--- config.mk ---
export PLATFORM = sky130hd
export DESIGN_NAME = div_arbiter
export DESIGN_NICKNAME = d
export VERILOG_FILES = /design/src/rtl/div_arbiter.sv
export SDC_FILE = /design/constraint.sdc
export NUM_CORES = 1
export LEC_CHECK = 0
export ABC_CLOCK_PERIOD_IN_PS = 4310
export BUFFER_PORTS_ARGS = -buffer_cell sky130_fd_sc_hd__clkbuf_2
export CAP_MARGIN = 30
export CORE_AREA = 2 2 118 120
export CTS_CLUSTER_SIZE = 14
export DETAILED_ROUTE_END_ITERATION = 16
export DIE_AREA = 0 0 120 122
export GPL_ROUTABILITY_DRIVEN = 0
export HOLD_SLACK_MARGIN = 0.02
export PLACE_DENSITY = 0.93
export SLEW_MARGIN = 30
export SYNTH_ARGS = -nofsm -noshare
export SYNTH_HDL_FRONTEND = slang
export SYNTH_SLANG_ARGS = --single-unit
--- constraint.sdc ---
create_clock -name clk -period 4.31 [get_ports clk]
set_clock_uncertainty 0.2 [all_clocks]
set_input_delay 0.862 -clock clk [delete_from_list [all_inputs] [get_ports clk]]
set_output_delay 0.862 -clock clk [all_outputs]
set_load 0.1 [all_outputs]
--- src/rtl/div_arbiter.sv ---
// Two-requester round-robin front end for a byte-serial divider.
// Optional WAIT-state abort is enabled by defining DIV_TIMEOUT_EN.
module div_arbiter #(
    parameter int unsigned TIMEOUT_CYCLES = 64
) (
    input  logic        clk,
    input  logic        rst_n,

    input  logic        req0_valid,
    output logic        req0_ready,
    input  logic [31:0] req0_z,
    input  logic [31:0] req0_d,
    input  logic        req0_select,
    input  logic        req0_sign,

    input  logic        req1_valid,
    output logic        req1_ready,
    input  logic [31:0] req1_z,
    input  logic [31:0] req1_d,
    input  logic        req1_select,
    input  logic        req1_sign,

    output logic        resp_valid,
    output logic        resp_id,
    output logic [63:0] resp_qr,
    output logic        resp_sign,
    output logic        resp_err,
    output logic        busy,

    output logic        div_push,
    output logic [7:0]  div_data_in,
    output logic        div_sign,
    output logic        div_select,
    input  logic        div_pull,
    input  logic [7:0]  div_data_out,
    input  logic        div_sign_out
);

    typedef enum logic [2:0] {StIdle, StSend, StWait, StRecv, StResp} state_t;

    state_t      state;
    logic [2:0]  byte_cnt;
    logic [63:0] shreg;
    logic        cur_id;
    logic        last_id;
    logic        sign_out_q;

    if (TIMEOUT_CYCLES == 0) begin : g_bad_timeout
        $error("TIMEOUT_CYCLES must be nonzero");
    end

`ifdef DIV_TIMEOUT_EN
    localparam int unsigned WaitW = $clog2(TIMEOUT_CYCLES + 1);
    localparam logic [WaitW-1:0] WaitLast = WaitW'(TIMEOUT_CYCLES - 1);

    logic [WaitW-1:0] wait_cnt;
    logic             resp_err_q;

    assign resp_err = resp_err_q;
`else
    assign resp_err = 1'b0;
`endif

    // Tie goes to whoever was not granted last; a lone valid always wins.
    logic        grant_id;
    logic [31:0] sel_z;
    logic [31:0] sel_d;
    logic        sel_select;
    logic        sel_sign;

    always_comb begin
        grant_id   = (req0_valid && req1_valid) ? ~last_id : req1_valid;
        sel_z      = grant_id ? req1_z : req0_z;
        sel_d      = grant_id ? req1_d : req0_d;
        sel_select = grant_id ? req1_select : req0_select;
        sel_sign   = grant_id ? req1_sign : req0_sign;
    end

    always_ff @(posedge clk) begin
        if (!rst_n) begin
            state       <= StIdle;
            byte_cnt    <= 3'd0;
            shreg       <= 64'd0;
            cur_id      <= 1'b0;
            last_id     <= 1'b1;
            sign_out_q  <= 1'b0;
            req0_ready  <= 1'b0;
            req1_ready  <= 1'b0;
            resp_valid  <= 1'b0;
            resp_id     <= 1'b0;
            resp_qr     <= 64'd0;
            resp_sign   <= 1'b0;
            busy        <= 1'b0;
            div_push    <= 1'b0;
            div_data_in <= 8'd0;
            div_sign    <= 1'b0;
            div_select  <= 1'b0;
`ifdef DIV_TIMEOUT_EN
            wait_cnt    <= '0;
            resp_err_q  <= 1'b0;
`endif
        end else begin
            case (state)
                StIdle: begin
                    if (req0_ready && (req0_valid || req1_valid)) begin
                        state       <= StSend;
                        req0_ready  <= 1'b0;
                        req1_ready  <= 1'b0;
                        busy        <= 1'b1;
                        cur_id      <= grant_id;
                        last_id     <= grant_id;
                        div_push    <= 1'b1;
                        div_data_in <= sel_z[31:24];
                        shreg       <= {sel_z[23:0], sel_d, 8'h00};
                        div_sign    <= sel_sign;
                        div_select  <= sel_select;
                    end else begin
                        req0_ready <= 1'b1;
                        req1_ready <= 1'b1;
                    end
                end
                StSend: begin
                    byte_cnt <= byte_cnt + 3'd1;
                    if (byte_cnt == 3'd7) begin
                        state       <= StWait;
                        div_push    <= 1'b0;
                        div_data_in <= 8'd0;
`ifdef DIV_TIMEOUT_EN
                        wait_cnt    <= '0;
`endif
                    end else begin
                        div_data_in <= shreg[63:56];
                        shreg       <= shreg << 8;
                    end
                end
                StWait: begin
                    // A pull on the limit cycle still wins over the abort.
                    if (div_pull) begin
                        state      <= StRecv;
                        sign_out_q <= div_sign_out;
                    end
`ifdef DIV_TIMEOUT_EN
                    else if (wait_cnt == WaitLast) begin
                        state      <= StResp;
                        resp_valid <= 1'b1;
                        resp_id    <= cur_id;
                        resp_qr    <= 64'd0;
                        resp_sign  <= 1'b0;
                        resp_err_q <= 1'b1;
                    end else begin
                        wait_cnt <= wait_cnt + 1'b1;
                    end
`endif
                end
                StRecv: begin
                    byte_cnt <= byte_cnt + 3'd1;
                    shreg    <= {div_data_out, shreg[63:8]};
                    if (byte_cnt == 3'd7) begin
                        state      <= StResp;
                        resp_valid <= 1'b1;
                        resp_id    <= cur_id;
                        resp_qr    <= {div_data_out, shreg[63:8]};
                        resp_sign  <= sign_out_q;
`ifdef DIV_TIMEOUT_EN
                        resp_err_q <= 1'b0;
`endif
                    end
                end
                StResp: begin
                    state      <= StIdle;
                    resp_valid <= 1'b0;
                    busy       <= 1'b0;
                    req0_ready <= 1'b1;
                    req1_ready <= 1'b1;
                end
                default: state <= StIdle;
            endcase
        end
    end

endmodule
After elaboration in Yosys (flattened, before gate mapping):

Cells that the tools add are included.

* register bits after elaboration: 153
* output and inout port bits: 82
* logic and storage cells: 70

* add/sub/neg operators: 1
* equal/unequal tests: 10
* muxes and demuxes: 24
* bitwise gates (word level): 1
* reduce and logical (&&, ||, !) cells: 18

Operator list (number)
* $pmux 64 s3: 1
* $mux 64: 2
* $mux 32: 2
* $mux 8: 2
* $pmux 8 s2: 1
* $mux 3: 4
* $pmux 3 s4: 1
* $reduce_and 2->1: 6
* $ne 2x2->1 const B: 5
* $pmux 1 s2: 4
* $mux 1: 7
* $eq 3x2->1 const B: 2
* $eq 3x3->1 const B: 2
* $reduce_and 3->1: 2
* $reduce_bool 2->1: 3
* $reduce_and 4->1: 1
* $add 3x1->3 const B: 1
* $eq 3x1->1 const B: 1
* $logic_not 3->1: 1
* $reduce_bool 3->1: 1
* $logic_and 1x1->1: 2
* $reduce_or 2->1: 1
* $logic_or 1x1->1: 1
* $not 1->1: 1

Longest topological paths before layout:

* word-level depth: 5
* gate-level depth with buffers: 8
* mapped depth without buffers: 6

Worst setup path after synthesis:

No wires, ideal clock.

* kind: reg2reg
* start point: reg req1_ready (netlist name)
* end point: reg shreg[53]
* setup time: 117 ps
* data arrival time: 2270 ps
* data required time: 3993 ps
* path slack: 1724 ps
* cell stages (with the launch flop): 7
* clock period less this slack: 2586 ps
* path through: dfxtp_1 o21ai_2 or4_1 and3_1 buf_6 buf_4 a22o_1

RTL lines
* to (signal assigned): line 114 `shreg <= {sel_z[23:0], sel_d, 8'h00};`
* to (signal assigned): line 133 `shreg <= shreg << 8;`
* to (signal assigned): line 157 `shreg <= {div_data_out, shreg[63:8]};`
* to (decl): line 43 `logic [63:0] shreg;`

Worst setup path after layout:

* start point: reg state[0]
* end point: reg shreg[12]

* cells in the longest elaborated chain, start to end: 3
* elaborated cells between the ends (all ways): 8

Ends and longest elaborated chain
* from (decl): line 41 `state_t state;`
* from (signal assigned): line 81 `state <= StIdle;`
* from (signal assigned): line 106 `state <= StSend;`
* from (signal assigned): line 125 `state <= StWait;`
* $eq 3x1->1 (tied with other cells): line 103 `case (state)`
* $ne 2x2->1 (no line) or $reduce_bool 3->1 (tied branches)
* $reduce_and 3->1 (no line)

Parallel ways exist; a longest one is shown, timed or not.
A chain may end at the register's enable or synchronous reset.

==> results.json <==
{
  "cp_slowest_cell": "buf_4",
  "dieArea_um2": 14600,
  "cts_buffers": 17,
  "hold-path-endpoint": "busy",
  "period_minus_slack_ns": 2.85,
  "min_from": "busy",
  "setup_violations": 0,
  "max-slew-margin-rel_pct": 40.0,
  "coreArea_um2": 13500,
  "grt_max_degree": 95,
  "port_buffers": 226,
  "overflow": 0,
  "area_growth_pct": 24.5,
  "min_path_type": "flip-flop to flip-flop",
  "leakage_uw": 0.00374,
  "fp.dieW_um": 120,
  "vias": 7079,
  "multi_input_area_um2": 3800,
  "crit_path_cell_trace": "nor2b_4 -> buf_4 -> a21oi_1 -> a22oi_1 -> a22o_1",
  "drt-initial-drc-count": 685,
  "rsz0062_at_grt": "false",
  "final_area_um2": 8960,
  "firstDrtPassIters": 6,
  "synth_edf_count": 0,
  "ff2ff_path_depth": 5,
  "grt_usage_pct": 29.6,
  "critPathMaxStageDelay_ns": 0.80,
  "cellPowerDensity_nw_per_um2": 432,
  "ios": 228,
  "hold_buffers": 0,
  "grt_pass1_vias": 6638,
  "r2r_slack_ns": 1.46,
  "clk_latency_ns": 0.42,
  "synthCells": 834,
  "fmax_mhz": 351,
  "routed_via_density": 5.87,
  "ir_drop_uv": 263,
  "cts_setup_buffers": 0,
  "reg2reg_to": "shreg[12]",
  "path_max_fanout": 94,
  "drive_above_1_share_pct": 27.2,
  "netlist_area_um2": 7190,
  "synth_nets": 982,
  "worstSetupPathType": "flip-flop to flip-flop",
  "maxCapViolations": 0,
  "hold_path_depth": 2,
  "syn_area_per_cell_um2": 8.63,
  "initial_core_util_pct": 53.3,
  "yosys_register_bits": 153,
  "synth.distinct_cells": 39,
  "cts-resized-gates": 0,
  "timing.rr.start": "state[0]",
  "cp_data_required_time_ns": 4.47,
  "cts_tree": "yes",
  "final_nets": 1160,
  "outcome": "complete, no violations",
  "ant_nets": 0,
  "tns_ns": 0,
  "slew_violations": 0,
  "clk_pin_slew_ns": 0.06,
  "chipHeight_um": 122,
  "wire_per_inst_um": 18.3,
  "yosys_warnings": 0,
  "worstPathArrival_ns": 3.00,
  "ys_async_sr_fraction_pct": 0,
  "finalCritPeriodShare_pct": 66.0,
  "clockRootBuffer": "clkbuf_16",
  "cts_buffer_depth": 2,
  "rows": 43,
  "drc": 0,
  "grt_pass1_wl_mm": 33.9,
  "fillers": 1089,
  "cts_max_level": 4,
  "cts.sinks": 153,
  "hold_viol": 0,
  "start_kind": "flip-flop",
  "antenna_found_initial": 1,
  "drt-total-wl_mm": 22.1,
  "ys.flop_type": "dfxtp_1",
  "synth-seq-area-share_pct": 42.6,
  "tightestPinTransition_ns": 0.901,
  "register_area_um2": 3070,
  "hpwl_mm": 15.3,
  "placed_area_um2": 8300,
  "worstSetupEndpointType": "flip-flop"
}
[report_power, final]
part / total (µW) / internal (µW) / switching (µW)
Clock: 1580 / 973 / 603
Combinational: 664 / 255 / 410
Sequential: 1630 / 1500 / 132
Total: 3870 / 2730 / 1140
[routing by layer]
metal | vias to the layer above | routed length (µm) | GRT usage, % | share of wire (%)
met2 | 378 | 10200 | 47.1 | 46
li1 | 3334 | - | - | -
met5 | - | 0 | 0 | 0
met3 | 74 | 1910 | 6.13 | 8.6
met4 | 0 | 932 | 15.0 | 4.2
met1 | 3293 | 9050 | 38.2 | 41
[cell type report]
class | instances | area share [%]
Multi-Input combinational cell | 602 | 42.4
Antenna cell | 1 | 0.0279
Clock inverter | 14 | 2.19
Inverter | 1 | 0.0419
Clock buffer | 18 | 4.79
Tap cell | 180 | 2.51
Timing Repair Buffer | 237 | 13.8
Sequential cell | 153 | 34.2
[logic make-up after synthesis]
| logic type | synth area share [%] |
|---|---|
| simple gates | 15.1 |
| mux | 9.04 |
| fa+ha+maj | 0.348 |
| other cells | 0.0521 |
| flops | 42.6 |
| buf+inv | 5.30 |
| compound gates | 27.4 |
| xor+xnor | 0.244 |
[metrics by stage]
| stage | setup slack (ns) | hold slack, ns | total power [µW] | util (%) | std cells |
|---|---|---|---|---|---|
| 2_1_floorplan | 1.72 | 0.230 | 2090 | - | 834 |
| 3_3_place_gp | 1.25 | 0.232 | 2280 | 61.4 | 1171 |
| 3_5_place_dp | 1.18 | 0.235 | 2300 | 61.5 | 1172 |
| 4_1_cts | 1.37 | 0.244 | 3860 | 66.1 | 1204 |
| 5_1_grt | 1.27 | 0.270 | 4010 | 66.3 | 1206 |
| 6_report | 1.46 | 0.242 | 3870 | 66.3 | 1206 |
[how the worst max path moves through the flow]
stage | start | slack, ns | endpoint
global route | state[0] | 1.27 | shreg[12]
CTS | byte_cnt[0] | 1.37 | shreg[12]
detailed placement | req0_valid | 1.18 | shreg[12]
finish | state[0] | 1.46 | shreg[12]
global placement | rst_n | 1.25 | shreg[42]
floorplan | req1_ready | 1.72 | shreg[53]
[registers in the layout (all words and copies together) (netlist names)]
register,flops
byte_cnt,3
sign_out_q,1
resp_qr,64
busy,1
last_id,1
div_data_in,8
req1_ready,1
div_push,1
resp_sign,1
shreg,64
cur_id,1
div_sign,1
resp_id,1
state,3
div_select,1
resp_valid,1
[cell usage after synthesis, types with 4 or more instances]
| cell type | number | share of area [%] |
|---|---|---|
| clkbuf_1 | 35 | 1.8 |
| nand2b_1 | 4 | 0.35 |
| a22o_1 | 56 | 6.8 |
| a21boi_1 | 67 | 7.0 |
| nor2_1 | 5 | 0.26 |
| nor3_1 | 9 | 0.63 |
| buf_6 | 4 | 0.63 |
| a211oi_1 | 8 | 0.83 |
| a21oi_1 | 59 | 4.1 |
| dfxtp_1 | 153 | 43 |
| o21ai_0 | 11 | 0.77 |
| nand2_1 | 208 | 11 |
| mux2i_1 | 65 | 9.0 |
| a22oi_1 | 56 | 5.8 |
| a32oi_1 | 8 | 0.97 |
| buf_2 | 32 | 2.2 |
| buf_4 | 4 | 0.42 |
| nor2b_1 | 19 | 1.7 |
[critical path: cells and delay by family, from the launching register on]
| family | cells | cell delay, ns |
|---|---|---|
| AO/OA/AOI/OAI | 3 | 0.56 |
| buffers and inverters | 1 | 0.80 |
| flip-flops | 1 | 0.62 |
| AND/OR/NAND/NOR | 1 | 0.57 |
[placed cells by master (no fill, tap or decap), types with 2 or more instances in the layout]
master,count
nor2_1,5
a211oi_1,8
a22o_1,56
mux2i_1,65
clkbuf_2,226
a21boi_0,3
a21oi_1,58
ha_1,2
nor3_1,9
clkinv_2,2
o211a_1,2
bufinv_16,4
a21boi_1,66
nand2b_1,4
inv_6,2
clkinvlp_4,3
and2_1,2
dfxtp_1,152
nand2_1,207
nor2b_1,18
clkinv_4,3
a32oi_1,8
o21ai_0,11
buf_4,9
nand3_1,3
clkbuf_16,17
a22oi_1,56
Power figures use the tool's default switching activity.
